[src/rtl/cuadro_button_encoder.sv]
// Button front-end for the tic-tac-toe FSM: synchronise, debounce, validate and time
// one square selection per physical press.
module cuadro_button_encoder #(
    parameter int DEBOUNCE_CYCLES = 1000000,
    parameter int HOLD_CYCLES     = 100,
    parameter int GAP_CYCLES      = 100
) (
    input  logic       clk_100MHz,
    input  logic       restart,
    input  logic [8:0] btn_raw,
    input  logic [8:0] x,
    input  logic [8:0] o,
    output logic [8:0] cuadro,
    output logic       busy,
    output logic       rejected
);

    localparam int DW    = $clog2(DEBOUNCE_CYCLES + 1);
    localparam int TMAX  = (HOLD_CYCLES > GAP_CYCLES) ? HOLD_CYCLES : GAP_CYCLES;
    localparam int CW    = $clog2(TMAX + 1);
    localparam logic [DW-1:0] DB_LAST   = DW'(DEBOUNCE_CYCLES - 1);
    localparam logic [CW-1:0] HOLD_LAST = CW'(HOLD_CYCLES - 1);
    localparam logic [CW-1:0] GAP_LAST  = CW'(GAP_CYCLES - 1);

    typedef enum logic [1:0] {IDLE, HOLD, GAP, WAIT_REL} state_t;

    logic [8:0]    sync1_q, sync_q, stable_q, stable_dly_q;
    logic [DW-1:0] db_cnt_q;
    logic [8:0]    press;
    logic          multi, occupied;

    state_t        state_q, state_d;
    logic [CW-1:0] cnt_q, cnt_d;
    logic [8:0]    cuadro_q, cuadro_d;
    logic          rej_q, rej_d;

    // One shared counter: the whole vector must sit still for DEBOUNCE_CYCLES.
    always_ff @(posedge clk_100MHz) begin
        if (restart) begin
            sync1_q      <= '0;
            sync_q       <= '0;
            stable_q     <= '0;
            stable_dly_q <= '0;
            db_cnt_q     <= '0;
        end else begin
            sync1_q      <= btn_raw;
            sync_q       <= sync1_q;
            stable_dly_q <= stable_q;
            if (sync_q != stable_q) begin
                if (db_cnt_q == DB_LAST) begin
                    stable_q <= sync_q;
                    db_cnt_q <= '0;
                end else begin
                    db_cnt_q <= db_cnt_q + DW'(1);
                end
            end else begin
                db_cnt_q <= '0;
            end
        end
    end

    assign press    = stable_q & ~stable_dly_q;
    assign multi    = |(press & (press - 9'd1));
    assign occupied = |(press & (x | o));

    always_ff @(posedge clk_100MHz) begin
        if (restart) begin
            state_q  <= IDLE;
            cnt_q    <= '0;
            cuadro_q <= '0;
            rej_q    <= 1'b0;
        end else begin
            state_q  <= state_d;
            cnt_q    <= cnt_d;
            cuadro_q <= cuadro_d;
            rej_q    <= rej_d;
        end
    end

    always_comb begin
        state_d  = state_q;
        cnt_d    = cnt_q;
        cuadro_d = cuadro_q;
        rej_d    = 1'b0;
        unique case (state_q)
            IDLE: begin
                if (press != '0) begin
                    if (multi || occupied) begin
                        rej_d   = 1'b1;
                        state_d = WAIT_REL;
                    end else begin
                        cuadro_d = press;
                        cnt_d    = '0;
                        state_d  = HOLD;
                    end
                end
            end
            HOLD: begin
                if (cnt_q == HOLD_LAST) begin
                    cuadro_d = '0;
                    cnt_d    = '0;
                    state_d  = GAP;
                end else begin
                    cnt_d = cnt_q + CW'(1);
                end
            end
            GAP: begin
                cuadro_d = '0;
                if (cnt_q == GAP_LAST) begin
                    cnt_d   = '0;
                    state_d = WAIT_REL;
                end else begin
                    cnt_d = cnt_q + CW'(1);
                end
            end
            WAIT_REL: begin
                // Re-arm only once every button is released, so a held button selects once.
                if (stable_q == '0) state_d = IDLE;
            end
            default: begin
                cuadro_d = '0;
                state_d  = IDLE;
            end
        endcase
    end

    assign cuadro   = cuadro_q;
    assign rejected = rej_q;
    assign busy     = (state_q != IDLE);

endmodule

[config.mk]
export PLATFORM = sky130hd
export DESIGN_NAME = cuadro_button_encoder
export DESIGN_NICKNAME = d
export VERILOG_FILES = /design/src/rtl/cuadro_button_encoder.sv
export SDC_FILE = /design/constraint.sdc
export NUM_CORES = 1
export LEC_CHECK = 0
export ABC_AREA = 1
export BUFFER_PORTS_ARGS = -buffer_cell sky130_fd_sc_hd__clkbuf_2
export CAP_MARGIN = 40
export CORE_UTILIZATION = 50
export CTS_CLUSTER_SIZE = 25
export DETAILED_ROUTE_END_ITERATION = 16
export GPL_TIMING_DRIVEN = 0
export PLACE_DENSITY = 0.72
export SETUP_SLACK_MARGIN = 0.15
export SYNTH_ARGS = -nofsm -noshare
export SYNTH_HDL_FRONTEND = slang
export SYNTH_SLANG_ARGS = --single-unit
[constraint.sdc]
create_clock -name clk_100MHz -period 5.4 [get_ports clk_100MHz]
set_clock_uncertainty 0.15 [all_clocks]
set_input_delay 1.08 -clock clk_100MHz [delete_from_list [all_inputs] [get_ports clk_100MHz]]
set_output_delay 1.08 -clock clk_100MHz [all_outputs]
set_load 0.01 [all_outputs]
### Yosys cells after proc, flatten, opt, wreduce, memory -nomap -nowiden

Cells that the tools add are included.
W data, S select, Z words.

| operators by class | value |
|---|---|
| $add $sub $neg | 3 |
| multipliers | 0 |
| div/mod/pow operators | 0 |
| $lt $le $gt $ge | 0 |
| equal/unequal tests | 11 |
| shift-type cells | 0 |
| multiplexer cells | 15 |
| bitwise operators | 8 |
| reductions and logical operators | 16 |

Operator list:

| cell | number |
|---|---|
| $and A9 B9 Y9 | 3 |
| $mux W9 | 3 |
| $pmux W9 S3 | 1 |
| $mux W7 | 3 |
| $add A20 B1 Y20 const B | 1 |
| $eq A20 B20 Y1 const B | 1 |
| $reduce_or A9 Y1 | 2 |
| $pmux W7 S2 | 1 |
| $mux W2 | 5 |
| $ne A2 B2 Y1 const B | 5 |
| $logic_not A9 Y1 | 1 |
| $ne A9 B9 Y1 | 1 |
| $not A9 Y9 | 1 |
| $or A9 B9 Y9 | 1 |
| $reduce_bool A9 Y1 | 1 |
| $sub A9 B1 Y9 const B | 1 |
| $pmux W2 S4 | 1 |
| $reduce_and A4 Y1 | 2 |
| $add A7 B1 Y7 const B | 1 |
| $eq A7 B7 Y1 const B | 1 |
| $reduce_or A3 Y1 | 2 |
| $eq A2 B2 Y1 const B | 2 |
| $reduce_bool A2 Y1 | 2 |
| $not A1 Y1 | 3 |
| 8 further kinds | 8 |

| storage, ports and cells | value |
|---|---|
| register bits | 75 |
| bits in latches | 0 |
| memory bits (writable) | 0 |
| memory bits (read-only) | 0 |
| bits of input ports | 29 |
| output and inout port bits | 11 |
| word-level logic and storage cells | 62 |
| memories kept | 0 |

### Longest topological paths before layout

Gate-level depths: netlist of the first run.

| depth | value |
|---|---|
| word-level depth | 9 |
| depth in mapped cells | 14 |
| gate-level depth less buffers | 14 |

### Least setup slack after synthesis of the first run

No wires, ideal clock.

| timing | value |
|---|---|
| path type | input-to-reg |
| start point | input x[4] |
| end point | register cuadro_q[1], in the netlist cuadro[1] |
| arrival time | 2.010 ns |
| required time | 5.135 ns |
| path slack | 3.125 ns |
| cell stages on the path | 13 |
| path buffers | 1 |
| path through | inv_1 nand2_1 nand2_1 nand2_1 nor2_1 nand3_2 nor2_4 nand3b_4 nand2_4 buf_6 nand3_1 nand2_1 nor2_1 |

| between the ends | value |
|---|---|
| cells in the longest elaborated chain, start to end | 6 |

Ends and longest elaborated chain:

| what | RTL line | RTL |
|---|---|---|
| from (decl) | 11 | `input logic [8:0] x,` |
| $or A9 B9 Y9 | 64 | `assign occupied = \|(press & (x \| o));` |
| $and A9 B9 Y9 | 64 |  |
| $reduce_or A9 Y1 | 64 |  |
| $logic_or A1 B1 Y1 | 88 | `if (multi \|\| occupied) begin` |
| $ne A2 B2 Y1 (no line) | - |  |
| $reduce_and A4 Y1 (no line) | - |  |
| to (signal assigned) | 75 | `cuadro_q <= cuadro_d;` |
| to (decl) | 34 | `logic [8:0] cuadro_q, cuadro_d;` |

Every way passes these cells.
A chain may end at the register's enable or synchronous reset.

### Worst setup path in the final report of the first run

| timing | value |
|---|---|
| start point | register state_q[0] |
| end point | output busy |

| between the ends | value |
|---|---|
| cells in the longest elaborated chain, start to end | 1 |

Ends and longest elaborated chain:

| what | RTL line | RTL |
|---|---|---|
| from (decl) | 32 | `state_t state_q, state_d;` |
| from (signal assigned) | 73 | `state_q <= state_d;` |
| $reduce_bool A2 Y1 | 129 | `assign busy = (state_q != IDLE);` |
| to (decl) | 14 | `output logic busy,` |

Every way passes these cells.

==> results.sh, run 1 <==
export IMPL_outcome="finished clean"
export IMPL_finalWorstSetupSlack_ns=2.84
export IMPL_hold_ws_ns=0.251
export IMPL_synth_top_cells_by_count="99 x sky130_fd_sc_hd__nor2_1, 90 x sky130_fd_sc_hd__nand2_1, 81 x sky130_fd_sc_hd__inv_1, 75 x sky130_fd_sc_hd__dfxtp_1, 26 x sky130_fd_sc_hd__nand3_1"
export IMPL_total_leakage_power_nw=1.90
export IMPL_drt_antenna_violating_nets=0
export IMPL_rr_startpoint="db_cnt_q[0]"
export IMPL_clockRootBuffer="sky130_fd_sc_hd__clkbuf_8"
export IMPL_maxSlewHeadroom_pct=68.6
export IMPL_drtPass1Iterations=4
export IMPL_dpl_hpwl_um=5580
export IMPL_grt_overflow_total=0
export IMPL_synth_area_per_cell_um2=7.09
export IMPL_die_outline_area_mm2=0.00762
export IMPL_yosysTopAreaCellShare_pct=41.3
export IMPL_worst_endpoint_arrival_ns=1.33
export IMPL_maximum_clock_frequency_ghz=0.391
export IMPL_setup_worst_path_start_class="register"
export IMPL_floorplan_die_width_um=87.3
export IMPL_maximum_vdd_drop_mv=0.171
export IMPL_groute_usage_overall_pct=20.6
export IMPL_hold_path_startpoint="sync1_q[5]"
export IMPL_critPathMaxFanout=4
export IMPL_most_frequently_used_cell_type_in_the_post_synthesis_netlist="sky130_fd_sc_hd__nor2_1"
export IMPL_cts_hold_buffers=0
export IMPL_setup_total_negative_slack_ns=0
export IMPL_gp_congestion=0.857
export IMPL_most_frequently_used_flop_master_after_synthesis="sky130_fd_sc_hd__dfxtp_1"
export IMPL_cts_reportedPaths_clkPinSlew_ns=0.07
export IMPL_worst_setup_path_type="register to output port"
export IMPL_via_count_of_the_first_global_routing_pass=2913
export IMPL_route_detailed_vias_per_inst=4.75
export IMPL_cap_violations=0
export IMPL_synthesis_yosys_warnings=0
export IMPL_fin_nets=599
export IMPL_routedLengthMet1_um=3320
export IMPL_syn2layout_area_growth_pct=13.5
export IMPL_crit_path_capture_type="output port"
export IMPL_h_tree_depth=3
export IMPL_netlist_cell_types=40
export IMPL_final_min_clock_period_ns=2.56
export IMPL_final_hold_fails=0
export IMPL_cell_taking_the_most_area_after_synthesis="sky130_fd_sc_hd__dfxtp_1"
export IMPL_power_density_mw_per_mm2=338
export IMPL_global_route_wire_length_before_repair_um=12300
export IMPL_synth_edff_count=0
export IMPL_report_final_slew_viol_count=0
export IMPL_top_layer="met4"
export IMPL_drc=0
export IMPL_tritoncts="done"
export IMPL_synth_net_count=549
export IMPL_post_route_util_pct=59.8
export IMPL_clkLatencyLatePin_ns=0.34
export IMPL_synth_cells=513
export IMPL_detail_route_iter0_violations=138
export IMPL_min_path_type="register to register"
export IMPL_io_buffer_count=39
export IMPL_cts_max_path_buffers=2
export IMPL_asyncSetResetFlopFracSynth_pct=0
export IMPL_netlist_area_mm2=0.00364
export IMPL_grt_start_max_net_pins=14
export IMPL_post_route_cells_drive_above_1_share_pct=16.7
export IMPL_met3RoutedLength_um=244
export IMPL_totalWireLength_um=7120
export IMPL_met2_length_um=3440
export IMPL_synth_area_leaders="sky130_fd_sc_hd__dfxtp_1 41%, sky130_fd_sc_hd__nor2_1 10%, sky130_fd_sc_hd__nand2_1 9.3%"
export IMPL_placement_rows=30
export IMPL_rsz_0062_raised_after_global_routing="false"
export IMPL_transition_at_the_pin_with_the_smallest_max_transition_slack_ns=0.471
export IMPL_fin_crit_sh_pct=47.3
export IMPL_post_drt_wl_per_cell_um=10.7
export IMPL_setup_reg_to_reg_worst_slack_ns=3.31
export IMPL_pin_count=40
export IMPL_crit_path_start="state_q[0]"
export IMPL_final_setup_viol_count=0
export IMPL_chipHeight_um=87.3
export IMPL_post_cts_setup_buffer_count=0
export IMPL_synth_seq_area_share_pct=41.3
export IMPL_pre_cts_slack_ns=2.90
export IMPL_synth_seq_cells=75
export IMPL_antenna_cells=0
export IMPL_floorplan_initialDensity_pct=52.7
export IMPL_timing_critical_path_required_ns=4.17
export IMPL_placeableCoreArea_mm2=0.00691
export IMPL_final_fill_count=679
export IMPL_post_cts_resized_instances=0
export IMPL_antenna_violations_before_repair=0
export IMPL_tritoncts_buffer_count=9
export IMPL_vias=3152
export IMPL_clock_sinks=75
## through the flow
step / power [mW] / instance area [µm²] / std cells
after global placement: 1.02 / 3950 / 648
after floorplan: 0.925 / 3640 / 513
after CTS: 1.41 / 4130 / 664
after detailed placement: 1.02 / 3950 / 648
final: 1.40 / 4130 / 664
after global routing: 1.49 / 4130 / 664
## path summary, 6_finish.rpt
| path | endpoint | cells after the start |
|---|---|---|
| setup / recovery | busy | 4 |
| hold / removal | sync_q[5] | 2 |
| setup reg to reg | stable_q[4] | 9 |
| hold reg to reg | sync_q[5] | 2 |
## sequential cells by signal, summed over array words and instances (netlist names)
signal and cells:
sync_q 9, cuadro 9, stable_dly_q 9, cnt_q 7
rejected 1, db_cnt_q 20, sync1_q 9, state_q 2
stable_q 9
## cell usage in the layout (no fill, tap or decap), types with 2 or more instances in the layout
cell type,n
sky130_fd_sc_hd__nand2_1,90
sky130_fd_sc_hd__inv_2,4
sky130_fd_sc_hd__inv_1,81
sky130_fd_sc_hd__o21ai_0,4
sky130_fd_sc_hd__nand3_1,26
sky130_fd_sc_hd__o21ai_1,7
sky130_fd_sc_hd__nor2_1,99
sky130_fd_sc_hd__nor3_1,16
sky130_fd_sc_hd__nand3_2,2
sky130_fd_sc_hd__a21oi_2,2
sky130_fd_sc_hd__clkinv_2,3
sky130_fd_sc_hd__clkinvlp_4,2
sky130_fd_sc_hd__ha_1,7
sky130_fd_sc_hd__xor2_1,10
sky130_fd_sc_hd__clkbuf_2,39
sky130_fd_sc_hd__nand2_2,9
sky130_fd_sc_hd__a21oi_1,22
sky130_fd_sc_hd__nand4_1,8
sky130_fd_sc_hd__buf_4,2
sky130_fd_sc_hd__dfxtp_1,75
sky130_fd_sc_hd__nand2_4,4
sky130_fd_sc_hd__xnor2_1,7
sky130_fd_sc_hd__nand3b_1,2
sky130_fd_sc_hd__buf_2,4
sky130_fd_sc_hd__clkbuf_8,10
sky130_fd_sc_hd__nor4_1,4
sky130_fd_sc_hd__nor3b_1,3
sky130_fd_sc_hd__nor2_4,3
sky130_fd_sc_hd__clkbuf_1,5
sky130_fd_sc_hd__nor2_2,3
## metal layers
metal / GRT usage (%) / up-vias
met4: 8.49 / 0
li1: - / 1685
met5: 0 / -
met3: 4.74 / 12
met1: 25.0 / 1401
met2: 35.2 / 54
## where the power goes
group | internal, mW | total (mW) | switching (mW)
Combinational | 0.145 | 0.381 | 0.236
Sequential | 0.598 | 0.630 | 0.0316
Clock | 0.178 | 0.386 | 0.208
Total | 0.921 | 1.40 | 0.475
## worst max-delay path, stage by stage (launching register included)
cell and delay (ns):
sky130_fd_sc_hd__dfxtp_1 0.38, sky130_fd_sc_hd__inv_1 0.10, sky130_fd_sc_hd__ha_1 0.24, sky130_fd_sc_hd__inv_1 0.12, sky130_fd_sc_hd__clkbuf_2 0.15
## kinds of logic (layout without fill, tap and decap cells)
group	Yosys count	in the layout	share of synthesized area, %
adders and majority gates	7	7	2.41
buffers and inverters	99	154	11.1
AOI/OAI and AO/OA	40	40	6.02
DFF	75	75	41.3
xor gates and xnor gates	17	17	4.09
and+or+nand+nor	275	275	35.1
## layout make-up
type / instances / area [µm²] / area share, %
Clock inverter: 6 / 38.8 / 0.939
Tap cell: 96 / 120 / 2.91
Multi-Input combinational cell: 339 / 1730 / 42.0
Sequential cell: 75 / 1500 / 36.4
Buffer: 13 / 80.1 / 1.94
Timing Repair Buffer: 39 / 195 / 4.73
Inverter: 86 / 323 / 7.82
Clock buffer: 10 / 138 / 3.33
Power figures use the tool's default switching activity.
==> inputs of run 2 (changes only) <==
--- a/config.mk
+++ b/config.mk
@@ -5,7 +5,7 @@
 export SDC_FILE = /design/constraint.sdc
 export NUM_CORES = 1
 export LEC_CHECK = 0
-export ABC_AREA = 1
+export ABC_AREA = 0
 export BUFFER_PORTS_ARGS = -buffer_cell sky130_fd_sc_hd__clkbuf_2
 export CAP_MARGIN = 40
 export CORE_UTILIZATION = 50
==> constraint.sdc (replaced) <==
create_clock -name clk_100MHz -period 2.4 [get_ports clk_100MHz]
set_clock_uncertainty 0.15 [all_clocks]
set_input_delay 0.48 -clock clk_100MHz [delete_from_list [all_inputs] [get_ports clk_100MHz]]
set_output_delay 0.48 -clock clk_100MHz [all_outputs]
set_load 0.01 [all_outputs]
==> run 2 against run 1 <==
Effect of this change: critical endpoint is now cnt_q[4]; synthesized cell count down 37%; die area decreased by 12%; largest power group unchanged; largest cell class unchanged; register-to-register slack got worse by 3.2 ns; setup slack worse by 2.8 ns; critical path depth rose by 4; via count fell by 23%; combinational power is 39% lower; global-route usage shrank 1.6 points; cell count shrank 30%; synthesized area fell by 12%.
==> results.sh, run 2 <==
export IMPL_timing_critical_path_required_ns=2.48
export IMPL_fin_nets=419
export IMPL_synth_cells=322
export IMPL_ff2ff_path_depth=8
export IMPL_cts_max_path_buffers=2
export IMPL_worst_path_largest_cell_delay_ns=0.56
export IMPL_grt_overflow_total=0
export IMPL_drt_antenna_violating_nets=0
export IMPL_cts_hold_buffers=0
export IMPL_crit_path_capture_type="register"
export IMPL_synth_compound_area_share_pct=13.2
export IMPL_setup_total_negative_slack_ns=0
export IMPL_maxSlewHeadroom_pct=55.2
export IMPL_synth_area_per_cell_um2=9.95
export IMPL_syn2layout_area_growth_pct=21.5
export IMPL_vias=2437
export IMPL_crit_path_start="stable_q[8]"
export IMPL_netlist_area_mm2=0.00320
export IMPL_global_route_wire_length_before_repair_um=9460
export IMPL_largest_register_ff_count=20
export IMPL_via_count_of_the_first_global_routing_pass=2092
export IMPL_detail_route_iter0_violations=89
export IMPL_floorplan_initialDensity_pct=52.8
export IMPL_min_path_type="input port to register"
export IMPL_chipHeight_um=82.0
export IMPL_setup_reg_to_reg_worst_slack_ns=0.06
export IMPL_clkLatencyLatePin_ns=0.34
export IMPL_synth_top_cells_by_count="75 x sky130_fd_sc_hd__dfxtp_1, 36 x sky130_fd_sc_hd__nor2_1, 33 x sky130_fd_sc_hd__nor2b_1, 14 x sky130_fd_sc_hd__nand2b_1"
export IMPL_synth_edff_count=0
export IMPL_drtPass1Iterations=4
export IMPL_layout_cells_most_common_list="71 x sky130_fd_sc_hd__dfxtp_1, 42 x sky130_fd_sc_hd__clkbuf_2, 36 x sky130_fd_sc_hd__nor2_1, 30 x sky130_fd_sc_hd__nor2b_1"
export IMPL_netlist_cell_types=52
export IMPL_dpl_hpwl_um=4180
export IMPL_maximum_vdd_drop_mv=0.531
export IMPL_synth_xor_xnor_area_share_pct=7.11
export IMPL_final_min_clock_period_ns=2.34
export IMPL_antenna_violations_before_repair=0
export IMPL_route_detailed_vias_per_inst=5.26
export IMPL_clockRootBuffer="sky130_fd_sc_hd__clkbuf_8"
export IMPL_cts_reportedPaths_clkPinSlew_ns=0.07
export IMPL_totalWireLength_um=6050
export IMPL_die_outline_area_mm2=0.00673
export IMPL_power_density_mw_per_mm2=666
export IMPL_final_setup_viol_count=0
export IMPL_critPathMaxFanout=5
export IMPL_dominant_combinational_cell_family_by_area_after_synthesis="simple AND/OR/NAND/NOR gates"
export IMPL_worst_setup_path_type="register to register"
export IMPL_post_drt_wl_per_cell_um=13.1
export IMPL_final_hold_fails=0
export IMPL_drc=0
export IMPL_setup_worst_path_end="cnt_q[4]"
export IMPL_synth_area_leaders="sky130_fd_sc_hd__dfxtp_1 47%, sky130_fd_sc_hd__nor2b_1 6.4%, sky130_fd_sc_hd__nor2_1 4.2%"
export IMPL_asyncSetResetFlopFracSynth_pct=0
export IMPL_synth_net_count=358
export IMPL_most_frequently_used_flop_master_after_synthesis="sky130_fd_sc_hd__dfxtp_1"
export IMPL_rr_startpoint="stable_q[8]"
export IMPL_h_tree_depth=3
export IMPL_hold_ws_ns=0.194
export IMPL_post_route_cells_drive_above_1_share_pct=24.5
export IMPL_cpMaxStageDelayCell="sky130_fd_sc_hd__or4_4"
export IMPL_maximum_clock_frequency_ghz=0.428
export IMPL_io_buffer_count=39
export IMPL_critical_path_cell_by_cell="nor2b_4 -> or4_4 -> o21a_1 -> or3_4 -> o21bai_4 -> buf_12 -> o22ai_1 -> o2bb2ai_1"
export IMPL_yosysTopAreaCellShare_pct=46.9
export IMPL_synth_area_mux_share_pct=2.81
export IMPL_setup_worst_path_start_class="register"
export IMPL_tritoncts_buffer_count=9
export IMPL_floorplan_die_width_um=82.0
export IMPL_fin_crit_sh_pct=97.4
export IMPL_layout_commonest_cell="sky130_fd_sc_hd__dfxtp_1"
export IMPL_grt_start_max_net_pins=13
export IMPL_count_of_cells_along_the_worst_hold_path=2
export IMPL_cap_violations=0
export IMPL_clock_sinks=75
export IMPL_transition_at_the_pin_with_the_smallest_max_transition_slack_ns=0.663
export IMPL_gp_congestion=0.786
export IMPL_max_flop_register="db_cnt_q"
export IMPL_tritoncts="done"
export IMPL_report_final_slew_viol_count=0
export IMPL_groute_usage_overall_pct=19.0
export IMPL_pin_count=40
export IMPL_cell_taking_the_most_area_after_synthesis="sky130_fd_sc_hd__dfxtp_1"
export IMPL_rsz_0062_raised_after_global_routing="true"
export IMPL_total_leakage_power_nw=1.57
export IMPL_most_frequently_used_cell_type_in_the_post_synthesis_netlist="sky130_fd_sc_hd__dfxtp_1"
export IMPL_placeableCoreArea_mm2=0.00606
export IMPL_antenna_cells=0
export IMPL_worst_endpoint_arrival_ns=2.42
export IMPL_outcome="finished clean"
export IMPL_adder_cell_fraction_of_synth_area_pct=2.73
export IMPL_synth_seq_cells=75
export IMPL_synth_simple_gate_area_share_pct=25.0
export IMPL_synthesis_yosys_warnings=0
export IMPL_regToRegEndpoint="cnt_q[4]"
export IMPL_placement_rows=28
export IMPL_synth_seq_area_share_pct=46.9
export IMPL_post_route_util_pct=64.2
## run 2: repair_timing
| item | in CTS | in global routing |
|---|---|---|
| gates resized for setup | 9 | 10 |
| pin swaps | 6 | 5 |
| buffers inserted | 5 | 5 |
| cloned | 1 | 0 |
| endpoints found under the setup margin | 38 | 40 |
## run 2: report_power, final
part / internal, mW / switching (mW)
logic: 0.0963 / 0.138
clock network: 0.637 / 0.445
registers: 1.26 / 0.0127
total: 2.00 / 0.595
## run 2: worst max-delay path: cells and delay by family (launching register included)
| family | cells | cell delay (ns) |
|---|---|---|
| AO/OA/AOI/OAI | 4 | 0.55 |
| flip-flops | 1 | 0.34 |
| AND/OR/NAND/NOR | 3 | 1.03 |
| buffers and inverters | 1 | 0.15 |
## run 2: worst min path at each step
stage	start	endpoint	slack, ns
after detailed placement	sync1_q[8]	sync_q[8]	0.27
after global placement	sync1_q[8]	sync_q[8]	0.27
after floorplan	db_cnt_q[0]	db_cnt_q[0]	0.26
after CTS	btn_raw[7]	sync1_q[7]	0.18
final	btn_raw[5]	sync1_q[5]	0.19
after global routing	btn_raw[0]	sync1_q[0]	0.18
## run 2: cells by family (layout without fill, tap and decap cells)
| group | Yosys count | in the layout |
|---|---|---|
| flip-flops | 75 | 75 |
| adder cells (fa/ha/maj) | 7 | 7 |
| AND/OR/NAND/NOR | 143 | 143 |
| multiplexers | 9 | 9 |
| XOR/XNOR | 26 | 26 |
| buffers and inverters | 17 | 82 |
| AO/OA/AOI/OAI | 45 | 46 |
## run 2: metrics by stage
stage,power (mW),std cells,cell area [µm²],worst slack (ns)
global placement,1.53,436,3500,-0.0735
CTS,2.62,458,3810,0.0468
floorplan,1.46,322,3210,0.154
global route,2.69,463,3890,-0.0157
detailed placement,1.53,436,3500,-0.107
finish,2.59,463,3890,0.0628
## run 2: final cells by class
class | count | area, µm²
multi-input cells | 231 | 1690
fillers | 529 | 2170
clock inverters | 5 | 75.1
inverters | 5 | 18.8
plain buffers | 12 | 57.6
clock buffers | 11 | 151
repair buffers | 49 | 295
flip-flops and latches | 75 | 1510
well taps | 75 | 93.8
## run 2: layer usage
metal / GRT usage [%] / wire [µm] / part of all wire, %
met1: 23.5 / 2880 / 48
met2: 30.9 / 2820 / 47
met3: 3.44 / 217 / 3.6
met4: 11.1 / 133 / 2.2
met5: 0 / 0 / 0
==> inputs of run 3 (changes only) <==
--- a/config.mk
+++ b/config.mk
@@ -12,7 +12,7 @@
 export CTS_CLUSTER_SIZE = 25
 export DETAILED_ROUTE_END_ITERATION = 16
 export GPL_TIMING_DRIVEN = 0
-export PLACE_DENSITY = 0.72
+export PLACE_DENSITY = 0.76
 export SETUP_SLACK_MARGIN = 0.15
 export SYNTH_ARGS = -nofsm -noshare
 export SYNTH_HDL_FRONTEND = slang
==> run 3 against run 2 <==
Effect of this change: flip-flop and latch count stayed put; largest cell class unchanged; clock power shrank 4%; cell count is 1.3% lower; sequential share of layout area up 0.76 points; setup slack lost 0.013 ns; global-route usage up 0.79 points; register-to-register slack is essentially flat; critical path depth did not move; total power fell by 1.6%; die area is the same; cell area down 2.0%; largest power group unchanged; first-iteration DRC count fell by 12%.
==> results.sh, run 3 (synthesized netlist as in run 2, its figures left out) <==
export IMPL_clockRootBuffer="sky130_fd_sc_hd__clkbuf_8"
export IMPL_worstSetupPathDepth=8
export IMPL_critPathMaxFanout=5
export IMPL_layout_commonest_cell="sky130_fd_sc_hd__dfxtp_1"
export IMPL_power_share_combinational_pct=9.2
export IMPL_critical_path_cell_by_cell="nor2b_4 -> or4_4 -> o31ai_2 -> or3_4 -> o21bai_4 -> buf_12 -> or3b_1 -> o21ai_1"
export IMPL_worst_setup_path_type="register to register"
export IMPL_vias=2389
export IMPL_cap_violations=0
export IMPL_internal_pwr_total_mw=1.97
export IMPL_clkLatencyLatePin_ns=0.34
export IMPL_fin_area_mm2=0.00381
export IMPL_via_count_of_the_first_global_routing_pass=2259
export IMPL_fraction_of_power_consumed_by_sequential_logic_pct=50.0
export IMPL_tritoncts="done"
export IMPL_groute_usage_overall_pct=19.8
export IMPL_drt_antenna_violating_nets=0
export IMPL_clockPowerShare_pct=40.8
export IMPL_gp_congestion=0.794
export IMPL_dpl_hpwl_um=4110
export IMPL_regToRegEndpoint="cnt_q[0]"
export IMPL_power_switching_share_pct=23.0
export IMPL_crit_path_capture_type="register"
export IMPL_maxSlewHeadroom_pct=54.2
export IMPL_min_path_type="input port to register"
export IMPL_syn2layout_area_growth_pct=19.1
export IMPL_report_final_slew_viol_count=0
export IMPL_antenna_cells=0
export IMPL_final_setup_viol_count=0
export IMPL_pre_cts_slack_ns=-0.0983
export IMPL_numPlacedInstances=436
export IMPL_drtPass1Iterations=4
export IMPL_route_detailed_vias_per_inst=5.23
export IMPL_rsz_0062_raised_after_global_routing="true"
export IMPL_setup_total_negative_slack_ns=0
export IMPL_setup_worst_path_start_class="register"
export IMPL_floorplan_initialDensity_pct=52.8
export IMPL_worst_endpoint_arrival_ns=2.48
export IMPL_worst_path_largest_cell_delay_ns=0.55
export IMPL_global_route_wire_length_before_repair_um=9890
export IMPL_power_total_mw=2.55
export IMPL_layout_cells_most_common_list="72 x sky130_fd_sc_hd__dfxtp_1, 42 x sky130_fd_sc_hd__clkbuf_2, 36 x sky130_fd_sc_hd__nor2_1, 31 x sky130_fd_sc_hd__nor2b_1, 14 x sky130_fd_sc_hd__nand2b_1"
export IMPL_power_density_mw_per_mm2=669
export IMPL_io_buffer_count=39
export IMPL_final_hold_fails=0
export IMPL_detail_route_iter0_violations=78
export IMPL_ff2ff_path_depth=8
export IMPL_clock_sinks=75
export IMPL_cts_hold_buffers=0
export IMPL_setup_reg_to_reg_worst_slack_ns=0.05
export IMPL_pin_count=40
export IMPL_totalWireLength_um=5960
export IMPL_cts_max_path_buffers=2
export IMPL_crit_path_start="stable_q[8]"
export IMPL_fin_nets=414
export IMPL_total_leakage_power_nw=1.53
export IMPL_die_outline_area_mm2=0.00673
export IMPL_placement_rows=28
export IMPL_total_switching_power_mw=0.587
export IMPL_grt_overflow_total=0
export IMPL_cpMaxStageDelayCell="sky130_fd_sc_hd__or4_4"
export IMPL_max_flop_register="db_cnt_q"
export IMPL_chipHeight_um=82.0
export IMPL_critPathBufInv=1
export IMPL_post_route_cells_drive_above_1_share_pct=22.5
export IMPL_setup_worst_path_end="cnt_q[0]"
export IMPL_outcome="finished clean"
export IMPL_transition_at_the_pin_with_the_smallest_max_transition_slack_ns=0.678
export IMPL_tritoncts_buffer_count=9
export IMPL_antenna_violations_before_repair=0
export IMPL_largest_register_ff_count=20
export IMPL_post_drt_wl_per_cell_um=13.1
export IMPL_finalWorstSetupSlack_ns=0.0501
export IMPL_floorplan_die_width_um=82.0
export IMPL_dpl_cell_area_mm2=0.00350
export IMPL_placeableCoreArea_mm2=0.00606
export IMPL_post_layout_nonfiller_instances=457
export IMPL_drc=0
export IMPL_maximum_clock_frequency_ghz=0.426
export IMPL_h_tree_depth=3
export IMPL_fin_crit_sh_pct=97.9
export IMPL_maximum_vdd_drop_mv=0.477
export IMPL_path_delay_family="simple AND/OR/NAND/NOR gates"
export IMPL_grt_start_max_net_pins=13
export IMPL_timing_critical_path_required_ns=2.53
export IMPL_final_min_clock_period_ns=2.35
export IMPL_rr_startpoint="stable_q[8]"
export IMPL_cts_reportedPaths_clkPinSlew_ns=0.07
==> run 3: changes by cell type in the layout (fill, tap and decap cells not counted), moves of 2 or more <==
cell and change:
sky130_fd_sc_hd__buf_4 -4, sky130_fd_sc_hd__o22ai_1 -2, sky130_fd_sc_hd__o22ai_2 +2, sky130_fd_sc_hd__nand2b_1 +2
==> run 3: worst min-delay path by stage <==
stage | start | to | cells after the start
floorplan | db_cnt_q[0] | db_cnt_q[0] | 1
global placement | sync1_q[5] | sync_q[5] | 1
detailed placement | sync1_q[2] | sync_q[2] | 1
CTS | btn_raw[6] | sync1_q[6] | 2
global route | btn_raw[2] | sync1_q[2] | 2
finish | btn_raw[5] | sync1_q[5] | 2
==> run 3: metrics by stage <==
step	hold WS, ns	utilization (%)
after global placement	0.272	57.8
final	0.194	62.9
after global routing	0.183	62.9
after CTS	0.167	62.8
after detailed placement	0.270	57.8
after floorplan	0.263	-
==> run 3: layout make-up <==
cell class	count	area (µm²)
Timing Repair Buffer	44	245
Inverter	5	18.8
Sequential cell	75	1510
Fill cell	513	2250
Multi-Input combinational cell	231	1670
Buffer	12	57.6
Clock inverter	5	77.6
Tap cell	75	93.8
Clock buffer	10	138
==> run 3: power groups by stage <==
stage | Combinational [mW] | Clock [mW] | Sequential (mW)
CTS | 0.235 | 1.07 | 1.28
finish | 0.234 | 1.04 | 1.28
global placement | 0.216 | 0 | 1.31
detailed placement | 0.222 | 0 | 1.31
floorplan | 0.158 | 0 | 1.31
global route | 0.259 | 1.12 | 1.28
==> run 3: what timing repair did <==
item	4_1_cts	5_1_grt
gates cloned	1	0
setup buffers	4	1
gates resized for setup	12	2
pin swaps	4	3
setup endpoints to repair	36	41
==> run 3: metal layers <==
metal,global-route usage [%],part of all wire (%)
met2,33.7,48
met1,22.7,46
met5,0,0
met3,6.00,4.3
met4,8.95,1.5
